## src/rtl/demux_dispatch_fifo.sv

```systemverilog
// demux_dispatch_fifo
// Buffers {data, select} routing requests in a small FIFO and presents each
// one on registered demux inputs for HOLD_CYCLES cycles, strictly in order.
// A two-state FSM (IDLE/HOLD) pops the head and chains requests back to back.

module demux_dispatch_fifo #(
    parameter int DEPTH       = 4,
    parameter int SEL_W       = 3,
    parameter int HOLD_CYCLES = 2
) (
    input  logic                       clk,
    input  logic                       rst_n,
    input  logic                       in_valid,
    output logic                       in_ready,
    input  logic                       in_data,
    input  logic [SEL_W-1:0]           in_sel,
    input  logic                       clear,
    output logic                       dmx_i,
    output logic [SEL_W-1:0]           dmx_s,
    output logic                       dmx_valid,
    output logic [$clog2(DEPTH+1)-1:0] count,
    output logic                       busy
);

    localparam int PTR_W = (DEPTH > 1) ? $clog2(DEPTH) : 1;
    localparam int CNT_W = $clog2(DEPTH + 1);
    localparam int HC_W  = (HOLD_CYCLES > 1) ? $clog2(HOLD_CYCLES) : 1;
    localparam int ENT_W = SEL_W + 1;

    typedef enum logic {
        S_IDLE,
        S_HOLD
    } state_t;

    state_t r_state;
    state_t w_state_nxt;

    logic [ENT_W-1:0] r_mem [DEPTH];
    logic [PTR_W-1:0] r_wr_ptr;
    logic [PTR_W-1:0] r_rd_ptr;
    logic [CNT_W-1:0] r_count;
    logic [HC_W-1:0]  r_hold_cnt;
    logic             r_dmx_i;
    logic [SEL_W-1:0] r_dmx_s;
    logic             r_dmx_valid;

    logic             w_full;
    logic             w_empty;
    logic             w_push;
    logic             w_pop;
    logic [ENT_W-1:0] w_head;
    logic [HC_W-1:0]  w_hold_nxt;
    logic             w_dmx_i_nxt;
    logic [SEL_W-1:0] w_dmx_s_nxt;
    logic             w_valid_nxt;

    // Ready depends only on registered occupancy and clear, never on a pop.
    assign w_full   = (r_count == CNT_W'(DEPTH));
    assign w_empty  = (r_count == '0);
    assign in_ready = !w_full && !clear;
    assign w_push   = in_valid && in_ready;
    assign w_head   = r_mem[r_rd_ptr];

    assign dmx_i     = r_dmx_i;
    assign dmx_s     = r_dmx_s;
    assign dmx_valid = r_dmx_valid;
    assign count     = r_count;
    assign busy      = r_dmx_valid || !w_empty;

    // Storage array; only written on an accepted push, so it needs no reset.
    always_ff @(posedge clk) begin
        if (w_push) begin
            r_mem[r_wr_ptr] <= {in_data, in_sel};
        end
    end

    // Pointer and occupancy bookkeeping; clear flushes everything at once.
    always_ff @(posedge clk or negedge rst_n) begin
        if (!rst_n) begin
            r_wr_ptr <= '0;
            r_rd_ptr <= '0;
            r_count  <= '0;
        end else if (clear) begin
            r_wr_ptr <= '0;
            r_rd_ptr <= '0;
            r_count  <= '0;
        end else begin
            if (w_push) begin
                r_wr_ptr <= r_wr_ptr + PTR_W'(1);
            end
            if (w_pop) begin
                r_rd_ptr <= r_rd_ptr + PTR_W'(1);
            end
            case ({w_push, w_pop})
                2'b10:   r_count <= r_count + CNT_W'(1);
                2'b01:   r_count <= r_count - CNT_W'(1);
                default: r_count <= r_count;
            endcase
        end
    end

    // Next-state logic: pop when idle or when the current hold has expired.
    always_comb begin
        w_state_nxt = r_state;
        w_pop       = 1'b0;
        w_hold_nxt  = r_hold_cnt;
        w_dmx_i_nxt = r_dmx_i;
        w_dmx_s_nxt = r_dmx_s;
        w_valid_nxt = r_dmx_valid;

        if (clear) begin
            w_state_nxt = S_IDLE;
            w_hold_nxt  = '0;
            w_dmx_i_nxt = 1'b0;
            w_dmx_s_nxt = '0;
            w_valid_nxt = 1'b0;
        end else begin
            case (r_state)
                S_IDLE: begin
                    if (!w_empty) begin
                        w_pop       = 1'b1;
                        w_state_nxt = S_HOLD;
                        w_dmx_i_nxt = w_head[SEL_W];
                        w_dmx_s_nxt = w_head[SEL_W-1:0];
                        w_valid_nxt = 1'b1;
                        w_hold_nxt  = HC_W'(HOLD_CYCLES - 1);
                    end
                end
                S_HOLD: begin
                    if (r_hold_cnt != '0) begin
                        w_hold_nxt = r_hold_cnt - HC_W'(1);
                    end else if (!w_empty) begin
                        w_pop       = 1'b1;
                        w_dmx_i_nxt = w_head[SEL_W];
                        w_dmx_s_nxt = w_head[SEL_W-1:0];
                        w_valid_nxt = 1'b1;
                        w_hold_nxt  = HC_W'(HOLD_CYCLES - 1);
                    end else begin
                        w_state_nxt = S_IDLE;
                        w_dmx_i_nxt = 1'b0;
                        w_valid_nxt = 1'b0;
                    end
                end
                default: begin
                    w_state_nxt = S_IDLE;
                    w_valid_nxt = 1'b0;
                    w_dmx_i_nxt = 1'b0;
                end
            endcase
        end
    end

    // State, hold counter and registered demux outputs.
    always_ff @(posedge clk or negedge rst_n) begin
        if (!rst_n) begin
            r_state     <= S_IDLE;
            r_hold_cnt  <= '0;
            r_dmx_i     <= 1'b0;
            r_dmx_s     <= '0;
            r_dmx_valid <= 1'b0;
        end else begin
            r_state     <= w_state_nxt;
            r_hold_cnt  <= w_hold_nxt;
            r_dmx_i     <= w_dmx_i_nxt;
            r_dmx_s     <= w_dmx_s_nxt;
            r_dmx_valid <= w_valid_nxt;
        end
    end

endmodule

```

## config.mk

```make
export PLATFORM = sky130hd
export DESIGN_NAME = demux_dispatch_fifo
export DESIGN_NICKNAME = d
export VERILOG_FILES = /design/src/rtl/demux_dispatch_fifo.sv
export SDC_FILE = /design/constraint.sdc
export NUM_CORES = 1
export LEC_CHECK = 0
export CAP_MARGIN = 10
export CELL_PAD_IN_SITES_DETAIL_PLACEMENT = 0
export CELL_PAD_IN_SITES_GLOBAL_PLACEMENT = 1
export CORE_UTILIZATION = 44
export CTS_BUF_LIST = sky130_fd_sc_hd__clkbuf_16
export CTS_CLUSTER_DIAMETER = 30
export DETAILED_ROUTE_END_ITERATION = 7
export PLACE_DENSITY = 0.77
export SYNTH_ARGS = -nofsm -noshare
export SYNTH_HDL_FRONTEND = slang
export SYNTH_SLANG_ARGS = --single-unit
```

## constraint.sdc

```tcl
create_clock -name clk -period 2.5 [get_ports clk]
set_clock_uncertainty 0.1 [all_clocks]
set_input_delay 0.375 -clock clk [delete_from_list [all_inputs] [get_ports clk]]
set_output_delay 0.375 -clock clk [all_outputs]
set_load 0.02 [all_outputs]
```

* Yosys cells after proc, flatten, opt, wreduce, memory -nomap -nowiden
Memories as Yosys holds them, arrays and structs flattened. Index checks and enable logic that the tools add are counted.
Cells by class: add/subtract/negate cells 5, mux-type cells 31, bitwise logic cells 1, equal/unequal tests 5, reductions and logical operators 11
Operators with widths (number):
- two-way mux 1 bit | 16
- two-way mux 3 bit | 4
- one-hot mux 3 bit (2 select lines) | 2
- one-hot mux 1 bit (2 select lines) | 5
- two-way mux 2 bit | 4
- inequality test 3 bit, second input constant | 2
- adder 2 x 1 -> 2 bit, second input constant | 2
- nonzero test 2 bit | 2
- adder 3 x 1 -> 3 bit, second input constant | 1
- equality test 3 bit, second input constant | 1
- zero test 1 bit | 3
- zero test 3 bit | 1
- nonzero test 3 bit | 1
- subtractor 3 x 1 -> 3 bit, second input constant | 1
- equality test 2 x 1 -> 1 bit, second input constant | 1
- equality test 2 bit, second input constant | 1
- logical AND 1 bit | 2
- AND reduction 2 bit | 1
- logical OR 1 bit | 1
- NOT 1 bit | 1
- subtractor 1 bit, second input constant | 1
Word-level totals: register bits after elaboration 14, output and inout bits 10, RAM bits 16, memories 1, logic and storage cells 62, input bits 8
Memory list:
- r_mem | words 4, width 4, read ports 1, clocked after Yosys merged registers in 0, write ports 1, line 38 | logic [ENT_W-1:0] r_mem [DEPTH];

* Longest topological paths before layout
depth in word-level cells 8, mapped depth 9, depth with buffers taken out 8

* Worst setup path before layout
No wires, ideal clock.
path type register to register, start register r_count[1], in the netlist count[1], end register r_count[2], in the netlist count[2], clock period less this slack 2209 ps, buffers on the path 0, required time 2264 ps, slack 291 ps, arrival time 1973 ps, library setup time 136 ps, cell stages (with the launch flop) 9, cells stage by stage dfrtp_1 > nor2_1 > a21oi_2 > nor4_1 > fa_1 > and4_1 > a21oi_1 > a32oi_1 > a21oi_1
On the way: word-level cells in the longest chain between the ends 8, elaborated cells between the ends (all ways) 16, those cells by class add/sub (2); eq/ne (3); mux (6); reduce/logical (5)
RTL lines:
- from (decl) | line 41 | logic [CNT_W-1:0] r_count;
- from (signal assigned) | line 95 | 2'b10: r_count <= r_count + CNT_W'(1);
- from (signal assigned) | line 96 | 2'b01: r_count <= r_count - CNT_W'(1);
- from (signal assigned) | line 97 | default: r_count <= r_count;
- zero test 3 bit | line 59 | assign w_empty = (r_count == '0);
- two-way mux 1 bit | line 120, 132
- two-way mux 1 bit | line 130 | if (r_hold_cnt != '0) begin
- one-hot mux 1 bit (2 select lines) | line 118 | case (r_state)
- two-way mux 1 bit | line 111 | if (clear) begin
- equality test 2 x 1 -> 1 bit / equality test 2 bit (equally long branches) | line 94 | case ({w_push, w_pop})
- one-hot mux 3 bit (2 select lines) | line 94
- two-way mux 3 bit | line 83 | end else if (clear) begin
Parallel ways exist; a longest one is shown, timed or not. A chain may end at the register's enable or synchronous reset.

* Worst setup path in the final report
start register r_count[2], in the netlist count[2], end output port busy
On the way: word-level cells in the longest chain between the ends 3
RTL lines:
- zero test 3 bit | line 59
- zero test 1 bit
- logical OR 1 bit | line 68 | assign busy = r_dmx_valid || !w_empty;
- to (decl) | line 22 | output logic busy
No other way between the ends.

==> summary.txt <==
Run status
  • Outcome: finished, final reports clean

Drt
  • Routed vias: 901
  • Vias per cell: 5.149
  • Initial DRC count: 13
  • Drt drc: 0
  • WL final: 2.527 mm
  • Average wire per standard cell: 14.44 um
  • DR pass1 iterations: 4
  • Final ANT Viol Nets: 0

Finish
  • Share of cells above drive strength 1: 13.74%
  • Nets: 143
  • Util after Layout: 58.07%
  • Area delta synth->final: 25.62%
  • Fin cells: 175
  • Antenna diodes: 0
  • Final Cell Area: 0.001773 mm^2

Pwr
  • Peak VDD IR: 0.0005818 V
  • Power density of the placed cells: 1115 mW/mm^2
  • Leakage: 0.6855 nW
  • Final total power: 1.977 mW

Clock tree
  • Clock Sinks: 30
  • Clk slew on worst S/H paths: 50 ps
  • TritonCTS Buffers: 5
  • CTS tree: done
  • PostCTS Resize Cnt: 0
  • CTS Hold Bufs: 0
  • Htree depth: 2
  • Post-CTS setup buffers: 0
  • Clock Tree Root: clkbuf_16
  • CTS Buffer Depth: 2
  • Worst-Skew Late Latency: 270 ps

Setup path
  • Crit-path slowest cell: clkdlybuf4s50_1
  • WS Path Type: flop to output port
  • CP delay by family, top: buffers and inverters
  • Buf/Inv on CP: 2
  • Critical Path Max Stage Delay: 530 ps
  • Critical-path cell list: or3_1 -> nor2_1 -> inv_1 -> clkdlybuf4s50_1
  • Crit path DAT: 1860 ps
  • WP data required: 2030 ps
  • CP Capture Type: output port
  • Critical-path maximum fanout: 8
  • Type of origin of the critical path: flop

Placement
  • GPL Wtd Cong: 0.7499
  • DP HPWL: 1.777 mm
  • Pre-CTS WS: 96.54 ps
  • I/O Buffers: 17
  • Placed cell areas: 0.001635 mm^2
  • Dpl cells: 167

Global route
  • Largest net degree at the start of global routing: 19
  • Vias in the first global route: 895
  • First-pass GRT wire length: 4.340 mm
  • GRT overflow: 0
  • Initial antenna violation count: 0
  • Tot GR Track Use: 18.35%

Floorplan
  • Top Ports: 18
  • DIE WIDTH: 58.64 um
  • Initial core utilization: 46.23%
  • Num rows: 20
  • Die area: 0.003438 mm^2
  • Die Y: 58.64 um
  • Core box area: 0.003053 mm^2

STA
  • Worst-Margin Slew: 682.1 ps
  • Relative slew margins: 54.38%
  • RSZ-0062 raised after global routing: no
  • Setup-failing EPs final: 0
  • Fmax: 0.4278 GHz
  • Tcrit/Tclk final: 93.49%
  • Worst hold-check slack: 417.2 ps
  • Final worst path period need: 2337 ps
  • Slew Limit Fails: 0
  • Setup TNS Final: 0 ps
  • Setup slack after layout: 162.7 ps
  • Hold Violations, Final: 0

Logic synthesis
  • Synth async-reset ratio: 46.67%
  • Syn Std Cell Area: 0.001411 mm^2
  • Syn Nets: 119
  • Cells after Synth: 106
  • Syn_area_per_cell: 13.31 um^2
  • Synth Flop Type: edfxtp_1
  • Synth area leaders: edfxtp_1 34%, dfrtp_1 25%, mux4_2 6.4%, ha_1 3.5%, a21oi_1 2.8%
  • Yosys cell types: 36
  • Synth area leader: edfxtp_1
  • Number of synthesized flops with an enable pin: 16
  • Top cell type's share of synthesized area: 34.04%
  • Register area share after synthesis: 58.87%
  • FF+latch count, synth: 30
  • Warnings from Yosys: 0

Hold path
  • HP Class: input port to async pin

Run
  • Max-cap violations: 0
## per-layer routing
metal,track usage (%),share of wire (%),routed length [um]
met1,23.90,47,1190
met2,25.78,47,1187
met3,6.813,3.8,96
met4,11.90,2.1,53
met5,0,0,0
## cells in the mapped netlist (2+ instances only)
| cell | instances |
|---|---|
| nor3_1 | 2 |
| o21ai_0 | 2 |
| dfrtp_1 | 14 |
| nor2_1 | 9 |
| xor2_1 | 2 |
| nand3_1 | 4 |
| and2_1 | 5 |
| nand2b_1 | 3 |
| buf_6 | 2 |
| mux2i_1 | 2 |
| edfxtp_1 | 16 |
| nor4_1 | 2 |
| mux4_2 | 4 |
| inv_1 | 3 |
| nand2_1 | 5 |
| a21oi_1 | 8 |
| ha_1 | 4 |
## registers in the layout (all words and copies together) (netlist names)
signal / cells
r_mem: 16
dmx_valid: 1
r_state: 1
dmx_s: 3
r_rd_ptr: 2
r_wr_ptr: 2
r_hold_cnt: 1
dmx_i: 1
count: 3
## cell families (layout without fill, tap and decap cells)
family | count (synthesis) | after routing | share of synthesized area [%]
xor gates and xnor gates | 4 | 4 | 3.015
DFF | 30 | 30 | 58.87
buffers and inverters | 7 | 32 | 3.013
and+or+nand+nor | 36 | 36 | 14.19
AOI/OAI and AO/OA | 17 | 17 | 7.360
muxes | 7 | 7 | 8.600
adders and majority gates | 5 | 5 | 4.965
## power breakdown
| part | total (mW) | switching (mW) | internal, mW |
|---|---|---|---|
| clock network | 0.558 | 0.200 | 0.358 |
| registers | 0.734 | 0.116 | 0.619 |
| logic | 0.685 | 0.349 | 0.336 |
## cells in the final DEF (no fill, tap or decap), types with 5 or more instances in the layout
master / instances
dfrtp_1: 14
clkbuf_16: 5
a21oi_1: 8
nor2_1: 9
nand2_1: 5
clkdlybuf4s50_1: 17
edfxtp_1: 16
and2_1: 5
## cell type report
type                    instances  area [um^2]
well taps                      44        55.05
clock inverters                 3        12.51
flip-flops and latches         30        830.8
fillers                       269         1280
inverters                       3        11.26
repair buffers                 21        200.2
multi-input cells              69        538.0
clock buffers                   5        125.1
## final timing paths
| path | start | endpoint | slack (ps) | cells past startpoint |
|---|---|---|---|---|
| worst min register to register | dmx_s[2]$_DFFE_PN0P_ | dmx_s[2]$_DFFE_PN0P_ | 420 | 2 |
| worst min-delay path | rst_n | r_wr_ptr[1]$_DFFE_PN0P_ | 420 | 1 |
| worst max register to register | count[1]$_DFFE_PN0P_ | count[2]$_DFFE_PN0P_ | 240 | 8 |
| min in group clk | dmx_s[2]$_DFFE_PN0P_ | dmx_s[2]$_DFFE_PN0P_ | 420 | 2 |
| max in group asynchronous | rst_n | count[1]$_DFFE_PN0P_ | 1450 | 1 |
| worst max-delay path | count[2]$_DFFE_PN0P_ | busy | 160 | 4 |
Note: power is estimated with default switching activity, not from simulation.
